==> config.mk <==
export PLATFORM = sky130hd
export DESIGN_NAME = parity_frame_ctrl
export DESIGN_NICKNAME = d
export VERILOG_FILES = /design/src/rtl/parity_frame_ctrl.sv
export SDC_FILE = /design/constraint.sdc
export NUM_CORES = 1
export LEC_CHECK = 0
export BUFFER_PORTS_ARGS = -buffer_cell sky130_fd_sc_hd__buf_2
export CORE_MARGIN = 2
export CORE_UTILIZATION = 50
export CTS_CLUSTER_DIAMETER = 50
export CTS_CLUSTER_SIZE = 28
export DETAILED_ROUTE_END_ITERATION = 8
export GPL_TIMING_DRIVEN = 0
export PLACE_DENSITY = 0.74
export SLEW_MARGIN = 40
export SYNTH_ARGS = -nofsm -noshare
export SYNTH_HDL_FRONTEND = slang
export SYNTH_SLANG_ARGS = --single-unit
export TNS_END_PERCENT = 20
==> constraint.sdc <==
create_clock -name clk -period 1.8 [get_ports clk]
set_input_delay 0.36 -clock clk [delete_from_list [all_inputs] [get_ports clk]]
set_output_delay 0.36 -clock clk [all_outputs]
set_load 0.05 [all_outputs]
==> src/rtl/parity_frame_ctrl.sv <==
// parity_frame_ctrl: deserializes 5-bit frames (a,b,c,d,p) from a serial line
// and runs each frame through the parity checker. The data nibble and the error
// verdict are registered and offered downstream over a valid/ready handshake.
// The block also keeps a saturating error count and a sticky alarm that is set
// by a run of consecutive bad frames.

// Team 4-bit parity checker: e = 1 flags an even-parity error over five bits.
module boolean (
  input  logic a,
  input  logic b,
  input  logic c,
  input  logic d,
  input  logic p,
  output logic e
);
  assign e = a ^ b ^ c ^ d ^ p;
endmodule

module parity_frame_ctrl #(
  parameter int ERR_CNT_W    = 8,
  parameter int ALARM_THRESH = 3   // legal range 1..15
) (
  input  logic                 clk,
  input  logic                 rst_n,
  input  logic                 start,
  input  logic                 sdi,
  input  logic                 out_ready,
  input  logic                 clr_count,
  output logic                 busy,
  output logic                 out_valid,
  output logic [3:0]           out_data,
  output logic                 out_err,
  output logic [ERR_CNT_W-1:0] err_count,
  output logic                 alarm
);

  typedef enum logic [1:0] {
    IDLE   = 2'd0,
    SHIFT  = 2'd1,
    CHECK  = 2'd2,
    REPORT = 2'd3
  } state_t;

  localparam logic [3:0]           THRESH    = 4'(ALARM_THRESH);
  localparam logic [3:0]           CONSEC_MX = 4'hF;
  localparam logic [ERR_CNT_W-1:0] CNT_MAX   = '1;

  state_t               state_q,   state_d;
  logic [2:0]           bit_idx_q, bit_idx_d;
  logic [4:0]           frame_q,   frame_d;
  logic [3:0]           data_q,    data_d;
  logic                 err_q,     err_d;
  logic [ERR_CNT_W-1:0] cnt_q,     cnt_d;
  logic [3:0]           consec_q,  consec_d;
  logic                 alarm_q,   alarm_d;
  logic                 chk_e;

  // The checker always looks at the frame register; its result is only
  // captured in CHECK, once all five bits are in place.
  boolean u_chk (
    .a (frame_q[0]),
    .b (frame_q[1]),
    .c (frame_q[2]),
    .d (frame_q[3]),
    .p (frame_q[4]),
    .e (chk_e)
  );

  // Next-state logic for the frame sequencer, result registers and counters.
  always_comb begin
    state_d   = state_q;
    bit_idx_d = bit_idx_q;
    frame_d   = frame_q;
    data_d    = data_q;
    err_d     = err_q;
    cnt_d     = cnt_q;
    consec_d  = consec_q;
    alarm_d   = alarm_q;

    case (state_q)
      IDLE: begin
        // sdi in the start cycle is not part of the frame.
        if (start) begin
          state_d   = SHIFT;
          bit_idx_d = 3'd0;
        end
      end
      SHIFT: begin
        frame_d[bit_idx_q] = sdi;
        if (bit_idx_q == 3'd4) begin
          state_d   = CHECK;
          bit_idx_d = 3'd0;
        end else begin
          bit_idx_d = bit_idx_q + 3'd1;
        end
      end
      CHECK: begin
        data_d = frame_q[3:0];
        err_d  = chk_e;
        if (chk_e) begin
          if (cnt_q != CNT_MAX) cnt_d = cnt_q + ERR_CNT_W'(1);
          if (consec_q != CONSEC_MX) consec_d = consec_q + 4'd1;
        end else begin
          consec_d = 4'd0;
        end
        state_d = REPORT;
      end
      REPORT: begin
        // Result is held until downstream takes it; start is not queued.
        if (out_ready) state_d = IDLE;
      end
      default: state_d = IDLE;
    endcase

    // Sticky: once the run length reaches the threshold only a clear drops it.
    if (consec_d >= THRESH) alarm_d = 1'b1;

    // A clear overrides any increment made in the same cycle.
    if (clr_count) begin
      cnt_d    = '0;
      consec_d = 4'd0;
      alarm_d  = 1'b0;
    end
  end

  // State and datapath registers with asynchronous active-low reset.
  always_ff @(posedge clk or negedge rst_n) begin
    if (!rst_n) begin
      state_q   <= IDLE;
      bit_idx_q <= 3'd0;
      frame_q   <= 5'd0;
      data_q    <= 4'd0;
      err_q     <= 1'b0;
      cnt_q     <= '0;
      consec_q  <= 4'd0;
      alarm_q   <= 1'b0;
    end else begin
      state_q   <= state_d;
      bit_idx_q <= bit_idx_d;
      frame_q   <= frame_d;
      data_q    <= data_d;
      err_q     <= err_d;
      cnt_q     <= cnt_d;
      consec_q  <= consec_d;
      alarm_q   <= alarm_d;
    end
  end

  assign busy      = (state_q != IDLE);
  assign out_valid = (state_q == REPORT);
  assign out_data  = data_q;
  assign out_err   = err_q;
  assign err_count = cnt_q;
  assign alarm     = alarm_q;

endmodule

After elaboration in Yosys (flattened, before gate mapping)
Index checks and enable logic that the tools add are counted.
W data, S select, Z words.
- equality and inequality tests: 9
- mux-type cells: 20
- bitwise gates (word level): 4
- reduce and logical (&&, ||, !) cells: 11
- order comparisons: 3
- $add $sub $neg: 3
- operators by type and width (kind ; number):
    $mux W8 ; 4
    $mux W4 ; 4
    $reduce_bool A2 Y1 ; 6
    $add A8 B1 Y8 const B ; 1
    $ne A8 B8 Y1 const B ; 1
    $pmux W2 S4 ; 1
    $mux W2 ; 3
    $mux W3 ; 2
    $ne A2 B2 Y1 const B ; 3
    $pmux W3 S2 ; 1
    $reduce_and A3 Y1 ; 2
    $bwmux W5 ; 1
    $add A4 B1 Y4 const B ; 1
    $eq A2 B2 Y1 const B ; 2
    $ge A4 B2 Y1 const B ; 1
    $lt A3 B4 Y1 const B ; 1
    $ne A4 B4 Y1 const B ; 1
    $xor A1 B1 Y1 ; 4
    $add A3 B1 Y3 const B ; 1
    $demux W1 S3 ; 1
    $eq A3 B3 Y1 const B ; 1
    $ge A3 B1 Y1 const B ; 1
    $mux W1 ; 3
    $eq A2 B1 Y1 const B ; 1
    other kinds (3) ; 3
- bits in registers: 28
- output and inout bits: 16

Depth between registers and ports, before layout
Gate-level depths: netlist of the first run.
- depth in word-level cells: 9
- depth in mapped cells: 7

By module
Synthesis of the first run repeated with hierarchy kept, for this count alone.
- cell total of the unflattened synthesis: 136
- area, all modules: 1510.2 um^2
- by module, submodules not included (module ; times used ; area each (um^2) ; cells each):
    parity_frame_ctrl ; 1 ; 1470.2 ; 133
    boolean ; 1 ; 40.0 ; 3

Worst setup path before layout of the first run
OpenSTA, ideal clock, no wires.
- path type: flip-flop to flip-flop
- start point: reg cnt_q[0], in the netlist err_count[0]
- end point: reg cnt_q[7], in the netlist err_count[7]
- stages on the path, launching flop included: 7
- arrival time: 1.795 ns
- buffers on the path: 0
- setup slack: -0.069 ns
- data required time: 1.726 ns
- cell sequence: dfrtp_1 ha_1 nand3_1 o21ai_1 nor2_2 a21bo_1 a21oi_2
- longest elaborated chain between the ends: 5
- elaborated cells on any way between the ends: 8
- ends and longest elaborated chain (element ; line ; text):
    start: declaration ; 53 ; logic [ERR_CNT_W-1:0] cnt_q, cnt_d;
    start signal: assignment ; 143 ; cnt_q <= cnt_d;
    $add A8 B1 Y8 ; 101 ; if (cnt_q != CNT_MAX) cnt_d = cnt_q + ERR_CNT_W'(1);
    $mux W8 ; 101 ;
    $mux W8 ; 100 ; if (chk_e) begin
    $mux W8 ; 80 ; case (state_q)
    $mux W8 ; 119 ; if (clr_count) begin
Several ways; a longest one is shown, not always the timed one. The select of a mux whose other input is x is not followed.
A chain may end at the register's enable or synchronous reset.

Worst setup path after layout of the first run
- start point: reg frame_q[0]
- end point: reg cnt_q[6], in the netlist err_count[6]
- longest elaborated chain between the ends: 6
- ends and longest elaborated chain (element ; line ; text):
    start: declaration ; 50 ; logic [4:0] frame_q, frame_d;
    start signal: assignment ; 140 ; frame_q <= frame_d;
    $xor A1 B1 Y1 (4 in a row) ; 16 ; assign e = a ^ b ^ c ^ d ^ p;
    $reduce_bool A2 Y1 (no source line) ; - ;
    $reduce_and A3 Y1 (no source line) ; - ;
Every way passes these cells.

==> results.md, run 1 <==
* Status: finished clean
* Inserted Clock Buffers at 3
* Global placer's final weighted congestion at 0.802
* Max_cap viols at 0
* Worst EP arrival at between 1.5 and 2 ns
* Max Root-Sink Buffers at 2
* Most numerous cell in the Yosys netlist: dfrtp_1
* Leading area contributor after synthesis: dfrtp_1
* Non-Filler Instances at 194
* Hold crit path type: input pin to asynchronous set/reset pin
* RSZ-0062 raised after global routing: false
* Initial antenna violation count at 0
* DRT iter0 DRCs at 68
* Overall Power at 3020 µW
* Largest net degree at the start of global routing at 29
* Hold Worst Slack at 0.0290 ns
* Synth Cell Area at 0.00151 mm²
* WL per Instance at 13.9 µm
* Seq/Total Area, Yosys at 0.463
* Tmin final at about 1.7 ns
* # DRC at 0
* Clock insertion delay at the later pin of the skew report at 0.32 ns
* Fraction of registers with async set or reset after synthesis at 1.00
* Final net count at roughly 180
* CTS tree: done
* Worst VDD drop at 0.00194 V
* Via-to-Cell Ratio at 5.67
* Worst Max-Slew Pin Slew at 0.600 ns
* #FFs+latches synth at 28
* Root buffer cell: clkbuf_4
* Overall Global Routing Usage at 0.173
* Reg clk slew, reported paths at 0.14 ns
* H-tree depth at 1
* Row count at 19
* DRT Wirelength at between 2000 and 3000 µm
* Critical path data required time at 2.04 ns
* # Post-CTS Setup Buffers at 0
* Die Ht at 59.0 µm
* Utilization after layout at 0.610
* Vias in the first global route at 1015
* Antenna diodes at 0
* Die area at ~0.0035 mm²
* Yosys top cell area share at 0.463
* Synthesized area per cell at 10.8 µm²
* Worst slew margin at 0.600
* Post-DP HPWL at between 1500 and 2000 µm
* Mapped Cells at 140
* Final Cycle Share at 0.941
* Clock power frac at 0.098
* Vias at 1100
* Grt total ovfl at 0
* # IOs at 22
* Post-route ant nets at 0
* Fmax at 590 MHz
* # clock sinks at 28
* Synth cell count leaders: dfrtp_1 (28), nor2_1 (12)
* Global-route wire length before repair at approximately 4600 µm
* Layout area overhead at 13.1%
* Drt pass-1 iters at 4
* Reg power frac at 0.332
* Critical path class: register to register
* Internal at 1610 µW
* Leakage at 0.000784 µW
* Port Buffers at 20
* # placed instances at between 150 and 200
* Fin. max-slew vios at 0
* Switching Fraction at 0.466
* Clk_skew at 0.00651 ns
* Gate power share at 0.570
* Final setup viols at 0
* Die Width at 59.0 µm
* Ys flop type: dfrtp_1
* Count of endpoints failing hold in the final timing report at 0
* Core ar. at approximately 0.0028 mm²
* Yosys cell types at 36
* Crit. End Element: register
* Top cells by area, synth: dfrtp_1 (46%), ha_1 (7.4%), mux2_2 (6.7%)
* Yosys warning total at 0
* PD cells at 1770 mW/mm²
* Setup crit start kind: register
* Layout cell share with drive strength beyond 1 at 0.301
* Initial Utilization at 0.539
* Sw power at 1410 µW
* EDFF count, synth at 0
* Max FO, Critical Path at 9
* Syn Nets at 155
## sequential cells by signal (all words and copies together) (netlist names)
signal and flops:
frame_q 5, err_count 8, state_q 2, alarm 1, out_err 1, bit_idx_q 3
consec_q 4, out_data 4
## critical path, stage by stage (launching register included)
cell and delay, ns:
dfrtp_1 0.45, xnor3_2 0.43, xnor2_4 0.21, nor3_1 0.27, nor2_1 0.06, a211oi_1 0.20
## final cells by class
class | instances | area [µm²]
Fill cell | 239 | 1090
Multi-Input combinational cell | 101 | 790
Sequential cell | 28 | 702
Timing Repair Buffer | 20 | 103
Tap cell | 31 | 38.8
Clock buffer | 4 | 36.3
Inverter | 8 | 30.0
Buffer | 2 | 11.3
## power by group through the flow
| stage | clock (µW) | combinational, µW | sequential [µW] |
|---|---|---|---|
| floorplan | 0 | 1150 | 1210 |
| global placement | 0 | 1630 | 998 |
| detailed placement | 0 | 1670 | 1010 |
| CTS | 314 | 1690 | 1000 |
| global route | 343 | 1850 | 1030 |
| finish | 296 | 1720 | 1000 |
## logic make-up (layout without fill, tap and decap cells)
| logic type | Yosys count | after routing | share of synthesized area |
|---|---|---|---|
| simple gates | 49 | 49 | 0.173 |
| flops | 28 | 28 | 0.463 |
| compound gates | 24 | 24 | 0.102 |
| buf+inv | 11 | 34 | 0.0273 |
| mux | 10 | 10 | 0.0736 |
| fa+ha+maj | 9 | 9 | 0.0744 |
| xor+xnor | 9 | 9 | 0.0868 |
## through the flow
stage / TNS (ns) / instance area, µm² / worst slack (ns)
final: 0 / 1710 / 0.106
after global routing: 0 / 1710 / 0.00453
after CTS: 0 / 1700 / 0.0225
after detailed placement: -0.883 / 1660 / -0.251
after global placement: -0.511 / 1660 / -0.178
after floorplan: 0 / 1520 / 0.0524
## path summary, 6_finish.rpt
check                                   startpoint                  endpoint  slack (ns)  cells after the start
max                         frame_q[0]$_DFFE_PN0P_  err_count[6]$_DFFE_PN0P_        0.11                      5
min                                          rst_n       out_err$_DFFE_PN0N_        0.03                      1
max reg2reg                 frame_q[0]$_DFFE_PN0P_  err_count[6]$_DFFE_PN0P_        0.11                      5
min reg2reg                out_data[2]$_DFFE_PN0N_   out_data[2]$_DFFE_PN0N_        0.52                      1
max in group asynchronous                    rst_n  err_count[0]$_DFFE_PN0P_        1.35                      1
min in group clk                               sdi    frame_q[0]$_DFFE_PN0P_        0.34                      2
## what timing repair did
action                     CTS  global route
resized for setup            3             6
setup endpoints to repair   11             6
hold buffers                 0             0
## per-layer routing
metal	routed length, µm	track usage	vias up
met5	0	0	-
met4	15	0.0747	0
met3	143	0.0218	2
met2	1300	0.271	35
met1	1230	0.242	526
li1	-	-	537
## cell usage in the layout (no fill, tap or decap), types with 5 or more instances in the layout
cell type and n:
dfrtp_1 27, buf_2 19, nor2_1 12, nand2_1 9, mux2_2 9, o21ai_0 9, nand3_1 8, inv_1 7
ha_1 6, clkbuf_4 5, xnor2_1 5
No activity file was read; power rests on OpenSTA's default activity.
==> run 2, diff against run 1 <==
- CAP_MARGIN: default -> 30
- SYNTH_HIERARCHICAL: default -> 1
==> run 2 against run 1 <==
Compared with the run above:
- the flow now finishes with violations (DRC, setup timing)
- design area rose by 6.8%
- hold slack lost 0.016 ns
- register-to-register slack got worse by 0.24 ns
- clock power grew 40%
==> results.md, run 2 <==
* Worst EP arrival at 2.19 ns
* Port Buffers at 21
* Fraction of registers with async set or reset after synthesis at 1.00
* Worst slew margin at 0.592
* Count of endpoints failing hold in the final timing report at 0
* Final instance area at about 0.0018 mm²
* Layout area overhead at 21.0%
* Post-DP HPWL at 2140 µm
* Setup crit start kind: register
* Leading area contributor after synthesis: dfrtp_1
* Fmax at 517 MHz
* Mapped Cells at about 140
* EDFF count, synth at 0
* Layout cell share with drive strength beyond 1 at 0.351
* Vias in the first global route at 1210
* WL per Instance at 15.1 µm
* Global placer's final weighted congestion at 0.833
* Root buffer cell: clkbuf_4
* Final net count at between 150 and 200
* Die area at 0.00348 mm²
* Status: complete, but fails checks
* Most numerous cell in the Yosys netlist: dfrtp_1
* # IOs at 22
* Via-to-Cell Ratio at between 5 and 6
* Max reg flops at 8
* Top cells by area, synth: dfrtp_1 (46%), ha_1 (7.5%), mux2_2 (6.7%)
* Failing checks: DRC, setup timing
* Fin. max-slew vios at 0
* Max_cap viols at 0
* Initial antenna violation count at 0
* Global-route wire length before repair at 5160 µm
* Largest net degree at the start of global routing at 29
* Yosys top cell area share at 0.464
* Yosys cell types at 41
* Hold crit path type: input pin to asynchronous set/reset pin
* Vias at 1173
* Yosys warning total at 6
* Final Cycle Share at 1.07
* Crit. End Element: register
* Clock insertion delay at the later pin of the skew report at 0.33 ns
* Tmin final at 1.93 ns
* Core ar. at 0.00281 mm²
* Most frequent cells in the layout: dfrtp_1 (28), buf_2 (20), inv_1 (10), nor2_1 (10), mux2_2 (9)
* Hold Worst Slack at 0.0130 ns
* Synth Cell Area at 0.00151 mm²
* Max FO, Critical Path at 4
* Ys flop type: dfrtp_1
* # DRC at 3
* Fill count at 225
* Reg clk slew, reported paths at 0.16 ns
* Die Width at 59.0 µm
* Synthesized area per cell at 11.1 µm²
* Antenna diodes at 0
* DRT iter0 DRCs at 77
* Utilization after layout at 0.651
* Critical path class: register to register
* #FFs+latches synth at 28
* DRT Wirelength at 3000 µm
* Worst VDD drop at between 0.001 and 0.0015 V
* PD cells at 1920 mW/mm²
* Leakage at 0.000881 µW
* Final setup viols at 6
* H-tree depth at 1
* Post-route ant nets at 0
* Synth cell count leaders: dfrtp_1 (28), inv_1 (10), nor2_1 (10)
* Syn Nets at roughly 150
* CTS tree: done
* # clock sinks at 28
* Initial Utilization at 0.538
* Drt pass-1 iters at 6
* Grt total ovfl at 0
* Seq/Total Area, Yosys at 0.464
* Dpl cell area at 0.00166 mm²
* Row count at 19
* Inserted Clock Buffers at 3
* Worst setup margin at -0.134 ns
* Overall Global Routing Usage at 0.197
* RSZ-0062 raised after global routing: true
* Commonest non-fill, non-tap cell in the layout: dfrtp_1
* Worst Max-Slew Pin Slew at ~0.6 ns
* Critical path data required time at about 2.1 ns
* Die Ht at 59.0 µm
* Max Root-Sink Buffers at 2
* Clk_skew at 0.00773 ns
run 2: changes by cell type after synthesis, moves of 3 or more:
cell     before  now
o21ai_0       9    4
and3_1        2    6
nand2_1       9    5
nand3_1       8    5
xnor2_1       5    2
xor2_1        1    4
run 2: area by class of cell:
class | instances | area, µm² | share of cell area
multi-input combinational | 95 | 811 | 0.444
tap | 31 | 38.8 | 0.0212
sequential | 28 | 701 | 0.384
clock inverter | 1 | 30.0 | 0.0164
inverter | 10 | 37.5 | 0.0205
timing repair buffer | 28 | 164 | 0.0897
clock buffer | 3 | 22.5 | 0.0123
buffer | 3 | 22.5 | 0.0123
run 2: final timing paths:
kind / from / end / slack [ns] / cells past startpoint
max: frame_q[1]$_DFFE_PN0P_ / alarm$_DFFE_PN0P_ / -0.13 / 5
min: rst_n / err_count[4]$_DFFE_PN0P_ / 0.01 / 1
max reg2reg: frame_q[1]$_DFFE_PN0P_ / alarm$_DFFE_PN0P_ / -0.13 / 5
min reg2reg: out_data[1]$_DFFE_PN0N_ / out_data[1]$_DFFE_PN0N_ / 0.53 / 1
max in group asynchronous: rst_n / frame_q[2]$_DFFE_PN0P_ / 1.39 / 1
min in group clk: clr_count / err_count[6]$_DFFE_PN0P_ / 0.27 / 2
run 2: layer usage:
metal / global-route usage / wire, µm / share of wire / vias to the layer above
li1: - / - / - / 564
met1: 0.244 / 1280 / 0.43 / 580
met2: 0.340 / 1590 / 0.53 / 27
met3: 0.0242 / 115 / 0.038 / 2
met4: 0.0909 / 18 / 0.0060 / 0
met5: 0 / 0 / 0 / -
run 2: metrics by stage:
stage	TNS [ns]	setup WS, ns	std cells	power, µW
floorplan	-0.153	-0.0985	136	2220
global placement	-0.847	-0.244	188	2490
detailed placement	-1.40	-0.282	188	2570
CTS	-0.609	-0.144	197	3360
global route	-1.77	-0.224	199	3750
finish	-0.517	-0.134	199	3500
run 2: cell families (layout without fill, tap and decap cells):
kind of cell | count (synthesis) | after routing | share of synthesized area
adder cells (fa/ha/maj) | 9 | 9 | 0.0746
flip-flops | 28 | 28 | 0.464
AO/OA/AOI/OAI | 23 | 23 | 0.117
buffers and inverters | 13 | 45 | 0.0398
AND/OR/NAND/NOR | 44 | 44 | 0.167
XOR/XNOR | 7 | 7 | 0.0497
multiplexers | 12 | 12 | 0.0878
run 2: critical path, stage by stage (launching register included):
cell      delay [ns]
dfrtp_1         0.39
xnor3_2         0.48
xnor2_4         0.20
and2b_4         0.22
or4_4           0.50
o221ai_2        0.07
run 2: what timing repair did:
item                                    4_1_cts  5_1_grt
endpoints found under the setup margin       11       18
resized for setup                             7        8
buffers inserted                              5        2
pin swaps                                     4        4
hold buffers                                  0        0
run 2: power by group:
| group | internal [µW] | switching, µW |
|---|---|---|
| Combinational | 1010 | 1110 |
| Clock | 225 | 190 |
| Sequential | 814 | 151 |
| Total | 2050 | 1450 |
